File: src/rtl/umi_write_tracker.sv
// UMI write tracker: one-deep request register (1-cycle latency) with write/ack accounting.
// Backpressure: req_ready drops while the register is held, or for a write-ack when acks are full.
module umi_write_tracker #(
  parameter int MAXOUT = 8,
  parameter int CW     = 16
) (
  input  logic          clk,
  input  logic          nreset,
  input  logic          req_valid,
  input  logic [7:0]    req_cmd,
  output logic          req_ready,
  output logic          out_valid,
  output logic [7:0]    out_cmd,
  input  logic          out_ready,
  input  logic          resp_valid,
  input  logic          resp_ready,
  input  logic [7:0]    resp_cmd,
  input  logic          clear,
  output logic [CW-1:0] write_count,
  output logic [7:0]    ack_pending,
  output logic          full,
  output logic          err
);

  localparam logic [7:0]    MAXOUT_V = 8'(MAXOUT);
  localparam logic [CW-1:0] WC_MAX   = '1;

  logic req_is_write;
  logic req_is_wack;
  logic resp_is_wresp;
  logic accept;
  logic inc;
  logic dec;

  // Writes are request opcodes 1..5; 6 and 7 are atomics, 0 is read.
  assign req_is_write  = req_cmd[0] & (req_cmd[3:1] != 3'b000) & (req_cmd[3:1] <= 3'b101);
  assign req_is_wack   = req_cmd[0] & (req_cmd[3:1] == 3'b011);
  assign resp_is_wresp = ~resp_cmd[0] & (resp_cmd != 8'd0) & (resp_cmd[3:1] == 3'b001);

  // full comes straight from the registered count, so a response only frees a slot next cycle.
  assign full      = (ack_pending == MAXOUT_V);
  assign req_ready = (~out_valid | out_ready) & ~(req_is_wack & full);
  assign accept    = req_valid & req_ready;
  assign inc       = accept & req_is_wack;
  assign dec       = resp_valid & resp_ready & resp_is_wresp;

  always_ff @(posedge clk or negedge nreset) begin
    if (!nreset) begin
      out_valid <= 1'b0;
      out_cmd   <= 8'd0;
    end else if (accept) begin
      out_valid <= 1'b1;
      out_cmd   <= req_cmd;
    end else if (out_ready) begin
      out_valid <= 1'b0;
    end
  end

  always_ff @(posedge clk or negedge nreset) begin
    if (!nreset) begin
      write_count <= '0;
    end else if (clear) begin
      write_count <= '0;
    end else if (accept && req_is_write && (write_count != WC_MAX)) begin
      write_count <= write_count + 1'b1;
    end
  end

  always_ff @(posedge clk or negedge nreset) begin
    if (!nreset) begin
      ack_pending <= 8'd0;
    end else if (inc && !dec) begin
      ack_pending <= ack_pending + 8'd1;
    end else if (dec && !inc && (ack_pending != 8'd0)) begin
      ack_pending <= ack_pending - 8'd1;
    end
  end

  // A write response with nothing outstanding is a protocol error; sticky until clear.
  always_ff @(posedge clk or negedge nreset) begin
    if (!nreset) begin
      err <= 1'b0;
    end else if (clear) begin
      err <= 1'b0;
    end else if (dec && !inc && (ack_pending == 8'd0)) begin
      err <= 1'b1;
    end
  end

endmodule
File: config.mk
export PLATFORM = sky130hd
export DESIGN_NAME = umi_write_tracker
export DESIGN_NICKNAME = d
export VERILOG_FILES = /design/src/rtl/umi_write_tracker.sv
export SDC_FILE = /design/constraint.sdc
export NUM_CORES = 1
export LEC_CHECK = 0
export CORE_AREA = 2 2 73 75
export CTS_CLUSTER_SIZE = 25
export DETAILED_ROUTE_END_ITERATION = 6
export DIE_AREA = 0 0 75 77
export DONT_BUFFER_PORTS = 1
export PLACE_DENSITY = 0.63
export SYNTH_ARGS = -nofsm -noshare
export SYNTH_HDL_FRONTEND = slang
export SYNTH_SLANG_ARGS = --single-unit
export TNS_END_PERCENT = 1
File: constraint.sdc
create_clock -name clk -period 3.8 [get_ports clk]
set_input_delay 0.76 -clock clk [delete_from_list [all_inputs] [get_ports clk]]
set_output_delay 0.76 -clock clk [all_outputs]
set_load 0.005 [all_outputs]
==> results.json, run 1 <==
{
  "status": "complete, no violations",
  "finalCritPeriodShare": 0.907,
  "ys_warn_count": 0,
  "place.gp.congestion": 0.727,
  "final_cell_area_mm2": 0.00210,
  "seq_power_share": 0.441,
  "place_ws_ns": 0.370,
  "final_cell_mix": "dfrtp_1 (34), nor2_1 (26), xor2_1 (14)",
  "cp.required_ns": 4.01,
  "drtPass1Iterations": 4,
  "final.setup.worst_slack_ns": 0.352,
  "cts_resized": 0,
  "p_int_uw": 744,
  "grt_use_total": 0.140,
  "maxCapViolCount": 0,
  "dieArea_mm2": 0.00578,
  "wl_per_cell_um": 14.3,
  "cp_max_fo": 7,
  "worst_hold_path_type": "in2async",
  "clock-sinks": 34,
  "ys_async_sr_fraction": 1.00,
  "layout_commonest_cell": "dfrtp_1",
  "drc": 0,
  "syn_nets": 214,
  "antenna_found_initial": 1,
  "timing.critical_path.max_delay_family": "simple AND/OR/NAND/NOR gates",
  "portBuffers": 0,
  "io_pins": 59,
  "critPathBufInv": 1,
  "synthCells": 182,
  "arrival_ns": 3.66,
  "ys_ff_latch": 34,
  "powerDensity_mw_per_mm2": 533,
  "syn_avg_cell_area_um2": 10.6,
  "routed_wirelength_mm": 3.72,
  "max_freq_mhz": 290,
  "final-max-slew-violation-count": 0,
  "grt_max_degree": 35,
  "clk_pin_slew_ns": 0.07,
  "cts_buffers": 5,
  "final_nets": 219,
  "pwr-share-clk": 0.245,
  "cts_tree": "yes",
  "ir_worst_vdd_mv": 0.289,
  "synth_area_leaders": "dfrtp_1 (44%), xor2_1 (6.4%), ha_1 (5.2%)",
  "hold_buffers": 0,
  "synthFlopType": "dfrtp_1",
  "relSlewSlack": 0.628,
  "finalSetupViolations": 0,
  "grt_pass1_vias": 1264,
  "grt_pass1_wl_mm": 6.19,
  "end_kind": "flip-flop",
  "dpl-instance-area_mm2": 0.00200,
  "ys_types": 39,
  "clock_path_buffers": 2,
  "htreeDepth": 2,
  "fin_crit_ns": 3.45,
  "drtAntennaViolNets": 0,
  "p_comb_frac": 0.314,
  "num_vias": 1296,
  "rsz0062_at_grt": "no",
  "switching_share": 0.335,
  "hold_viol": 0,
  "fin_skew_ns": 0.00481,
  "coreArea_mm2": 0.00498,
  "die_height_um": 77,
  "syn_to_final_growth_pct": 9.24,
  "dp_hpwl_mm": 2.84,
  "crit_chain": "or4_4, nor2_8, nand2_1, and3_1, inv_1, ha_1, a21oi_1, a21boi_0, o21a_1, o41ai_1, mux2i_1, xnor2_1",
  "worstMarginPinSlew_ns": 0.557,
  "overflow": 0,
  "clkLatencyLatePin_ns": 0.28,
  "hold_ws_ns": 0.163,
  "synth-edff-count": 0,
  "reg2reg_slack_ns": 0.35,
  "instances_no_fill": 259,
  "cts_root_buf": "clkbuf_8",
  "slowest_delay_ns": 0.61,
  "synth_top_area_share": 0.443,
  "syn_area_mm2": 0.00192,
  "crit_path_top_delay_cell": "or4_4",
  "post_cts_buffers": 0,
  "synth-seq-area-share": 0.443,
  "drt_iter0_markers": 31,
  "p_switching_uw": 375,
  "avgViaCountPerCell": 5.00,
  "placed_cells": 250,
  "num_rows": 26,
  "dieWidth_um": 75,
  "drive_gt1_frac": 0.154,
  "final.setup.tns_ns": 0,
  "crit_type": "reg2reg",
  "leakagePower_nw": 0.907,
  "yosys.area.top_type": "dfrtp_1",
  "start_util": 0.386,
  "start_kind": "flip-flop"
}
## final cells by class
| class | count | area (um^2) |
|---|---|---|
| diodes | 1 | 2.50 |
| inverters | 7 | 26.3 |
| flip-flops and latches | 34 | 851 |
| fillers | 500 | 2880 |
| repair buffers | 2 | 15.0 |
| well taps | 70 | 87.6 |
| clock inverters | 2 | 12.5 |
| multi-input cells | 137 | 1020 |
| clock buffers | 6 | 82.6 |
## cells in the mapped netlist (all sizes together), types with 3 or more instances
master  instances
and3            6
buf             3
dfrtp          34
ha              8
inv             7
mux2           11
mux2i           3
nand2           9
nand3           9
nand4           9
nor2           27
nor4            3
o21a            3
o21ai           4
or3             3
xnor2           6
xor2           14
## path summary, 6_finish.rpt
check	start	end	cells after the start
hold reg to reg	out_cmd[5]	out_cmd[5]	1
setup / recovery	ack_pending[5]	ack_pending[7]	12
hold / removal	nreset	write_count[10]	0
setup reg to reg	ack_pending[5]	ack_pending[7]	12
max in group asynchronous	nreset	ack_pending[5]	0
min in group clk	clear	write_count[8]	1
## worst register-to-register path, cell delays in order, from the launching register on
cell and delay (ns):
dfrtp_1 0.43, or4_4 0.61, nor2_8 0.17, nand2_1 0.13, and3_1 0.23, inv_1 0.22
ha_1 0.30, a21oi_1 0.17, a21boi_0 0.14, o21a_1 0.20, o41ai_1 0.39, mux2i_1 0.26
xnor2_1 0.13
## state kept, by name (all words and copies together) (netlist names)
name         cells
ack_pending      8
err              1
out_cmd          8
out_valid        1
write_count     16
## power by group through the flow
stage,Combinational (mW),Sequential [mW],Clock [mW]
after floorplan,0.313,0.478,0
final,0.351,0.493,0.274
after global routing,0.405,0.505,0.305
after global placement,0.345,0.500,0
after detailed placement,0.353,0.502,0
after CTS,0.355,0.495,0.285
## kinds of logic after synthesis
group | after synthesis | share of synthesized area
AOI/OAI and AO/OA | 14 | 0.0579
xor gates and xnor gates | 20 | 0.0911
adders and majority gates | 9 | 0.0625
buffers and inverters | 11 | 0.0254
DFF | 34 | 0.443
muxes | 14 | 0.0859
and+or+nand+nor | 80 | 0.234
## stage by stage
stage | util | power, mW
detailed placement | 0.402 | 0.856
floorplan | - | 0.791
global route | 0.422 | 1.21
CTS | 0.421 | 1.13
finish | 0.422 | 1.12
global placement | 0.402 | 0.845
## layer usage
metal	vias up	global-route usage	share of wire
li1	646	-	-
met1	610	0.153	0.40
met2	34	0.228	0.50
met3	6	0.0670	0.079
met4	0	0.0536	0.016
met5	-	0	0
Note: power is estimated with default switching activity, not from simulation.
==> inputs of run 2 (changes only) <==
- CAP_MARGIN: not set -> 20
- clock period: 3.8 -> 3.56 ns (I/O delays scaled with it)
==> run 2 against run 1 <==
Against the previous run:
- via count grew 2.2%
- register-to-register slack lost 0.02 ns
- wire length grew 1.9%
- combinational power grew 15%
- fmax grew 6.7%
- power grew 6.5%
- critical endpoint is now ack_pending[6]
==> results.json, run 2 (synthesized netlist as in run 1, its figures left out) <==
{
  "place.gp.congestion": 0.737,
  "start_util": 0.386,
  "multi_input_area_mm2": 0.00103,
  "dieArea_mm2": 0.00578,
  "crit_type": "reg2reg",
  "rsz0062_at_grt": "no",
  "switching_share": 0.342,
  "max_freq_mhz": 310,
  "drive_gt1_frac": 0.165,
  "drt_iter0_markers": 32,
  "grt_pass1_wl_mm": 6.27,
  "num_vias": 1325,
  "clkLatencyLatePin_ns": 0.29,
  "regArea_um2": 851,
  "p_int_uw": 783,
  "final_core_util": 0.422,
  "finalSetupViolations": 0,
  "num_rows": 26,
  "total_power_mw": 1.19,
  "final.setup.worst_slack_ns": 0.329,
  "arrival_ns": 3.40,
  "avgViaCountPerCell": 5.12,
  "placed_cells": 251,
  "syn_to_final_growth_pct": 9.18,
  "p_switching_uw": 407,
  "powerDensity_mw_per_mm2": 567,
  "top_regs": "write_count: 16 flops, ack_pending: 8 flops, out_cmd: 8 flops",
  "cp.required_ns": 3.73,
  "dieWidth_um": 75,
  "finalCritPeriodShare": 0.908,
  "grt_pass1_vias": 1303,
  "r2r-end": "ack_pending[6]",
  "clock-sinks": 34,
  "fin_crit_ns": 3.23,
  "n_fill_cell": 501,
  "final_nets": 220,
  "reg2reg_slack_ns": 0.33,
  "maxCapViolCount": 0,
  "drtPass1Iterations": 4,
  "final_cell_mix": "dfrtp_1 (34), nor2_1 (26), xor2_1 (14)",
  "leakagePower_nw": 0.913,
  "clk_pin_slew_ns": 0.07,
  "cts_tree": "yes",
  "seq_power_share": 0.438,
  "portBuffers": 0,
  "end_kind": "flip-flop",
  "ir_worst_vdd_mv": 0.324,
  "cts_buffers": 5,
  "largest_reg_flops": 16,
  "die_height_um": 77,
  "instances_no_fill": 259,
  "reg2reg_from": "ack_pending[4]",
  "status": "complete, no violations",
  "hold_buffers": 0,
  "drc": 0,
  "relSlewSlack": 0.618,
  "final-max-slew-violation-count": 0,
  "layout_commonest_cell": "dfrtp_1",
  "overflow": 0,
  "worstMarginPinSlew_ns": 0.572,
  "place_ws_ns": 0.148,
  "clock_path_buffers": 2,
  "hold_viol": 0,
  "io_pins": 59,
  "pwr-share-clk": 0.223,
  "p_comb_frac": 0.339,
  "fin_skew_ns": 0.0102,
  "top_register": "write_count",
  "drtAntennaViolNets": 0,
  "htreeDepth": 2,
  "dp_hpwl_mm": 2.86,
  "cp_max_fo": 7,
  "grt_use_total": 0.141,
  "post_cts_buffers": 0,
  "wl_per_cell_um": 14.6,
  "grt_max_degree": 35,
  "r2r_cells": 12,
  "routed_wirelength_mm": 3.79,
  "final.setup.tns_ns": 0,
  "cts_root_buf": "clkbuf_8",
  "coreArea_mm2": 0.00498,
  "worst_hold_path_type": "in2async",
  "start_kind": "flip-flop",
  "antenna_found_initial": 1
}
-- run 2: cell count changes in the layout (fill, tap and decap cells not counted) --
| cell | previous run | this run |
|---|---|---|
| buf_4 | 2 | 3 |
| clkbuf_8 | 6 | 5 |
| clkinv_2 | 1 | 2 |
| clkinvlp_4 | 1 | 0 |
| inv_1 | 7 | 6 |
| inv_2 | 0 | 1 |
| o41ai_1 | 1 | 0 |
| o41ai_2 | 0 | 1 |
-- run 2: worst max-delay path by stage --
stage	start	to	slack [ns]	cells after the start
floorplan	resp_cmd[0]	ack_pending[6]	0.43	11
global placement	ack_pending[4]	ack_pending[7]	0.17	12
detailed placement	ack_pending[4]	ack_pending[7]	0.15	12
CTS	ack_pending[4]	ack_pending[7]	0.11	12
global route	ack_pending[4]	ack_pending[6]	0.06	12
finish	ack_pending[4]	ack_pending[6]	0.33	12
-- run 2: routing by layer --
layer,wire length (um),vias to the layer above,GRT usage
li1,-,653,-
met1,1500,636,0.151
met2,1960,32,0.238
met3,295,4,0.0683
met4,36,0,0.0482
met5,0,-,0
-- run 2: power groups by stage --
stage	Sequential (mW)	Clock [mW]	Combinational [mW]
after floorplan	0.510	0	0.334
after global placement	0.529	0	0.381
after detailed placement	0.530	0	0.393
after CTS	0.523	0.276	0.394
after global routing	0.531	0.297	0.462
final	0.522	0.266	0.403
-- run 2: repair_timing --
item	in CTS	in global routing
setup endpoints to repair	0	2
hold endpoints to repair	0	0
gates resized for setup	0	2
-- run 2: area by class of cell --
| class | count | area share |
|---|---|---|
| Multi-Input combinational cell | 137 | 0.491 |
| Sequential cell | 34 | 0.405 |
| Tap cell | 70 | 0.0417 |
| Clock buffer | 5 | 0.0328 |
| Inverter | 7 | 0.0125 |
| Timing Repair Buffer | 3 | 0.0107 |
| Clock inverter | 2 | 0.00477 |
| Antenna cell | 1 | 0.00119 |
-- run 2: critical path, cell delays in order (launching register included) --
cell      delay [ns]
dfrtp_1         0.43
or4_4           0.58
nor2_8          0.16
nand2_1         0.12
and3_1          0.23
inv_2           0.14
ha_1            0.26
nor2b_1         0.13
o21ai_0         0.19
a21boi_0        0.15
o21a_1          0.20
or3_1           0.30
a31o_1          0.21
-- run 2: metrics by stage --
stage               cell area, um^2  hold WS, ns
floorplan                      1920        0.416
global placement               2010        0.417
detailed placement             2010        0.417
CTS                            2090        0.101
global route                   2100       0.0878
finish                         2100        0.110
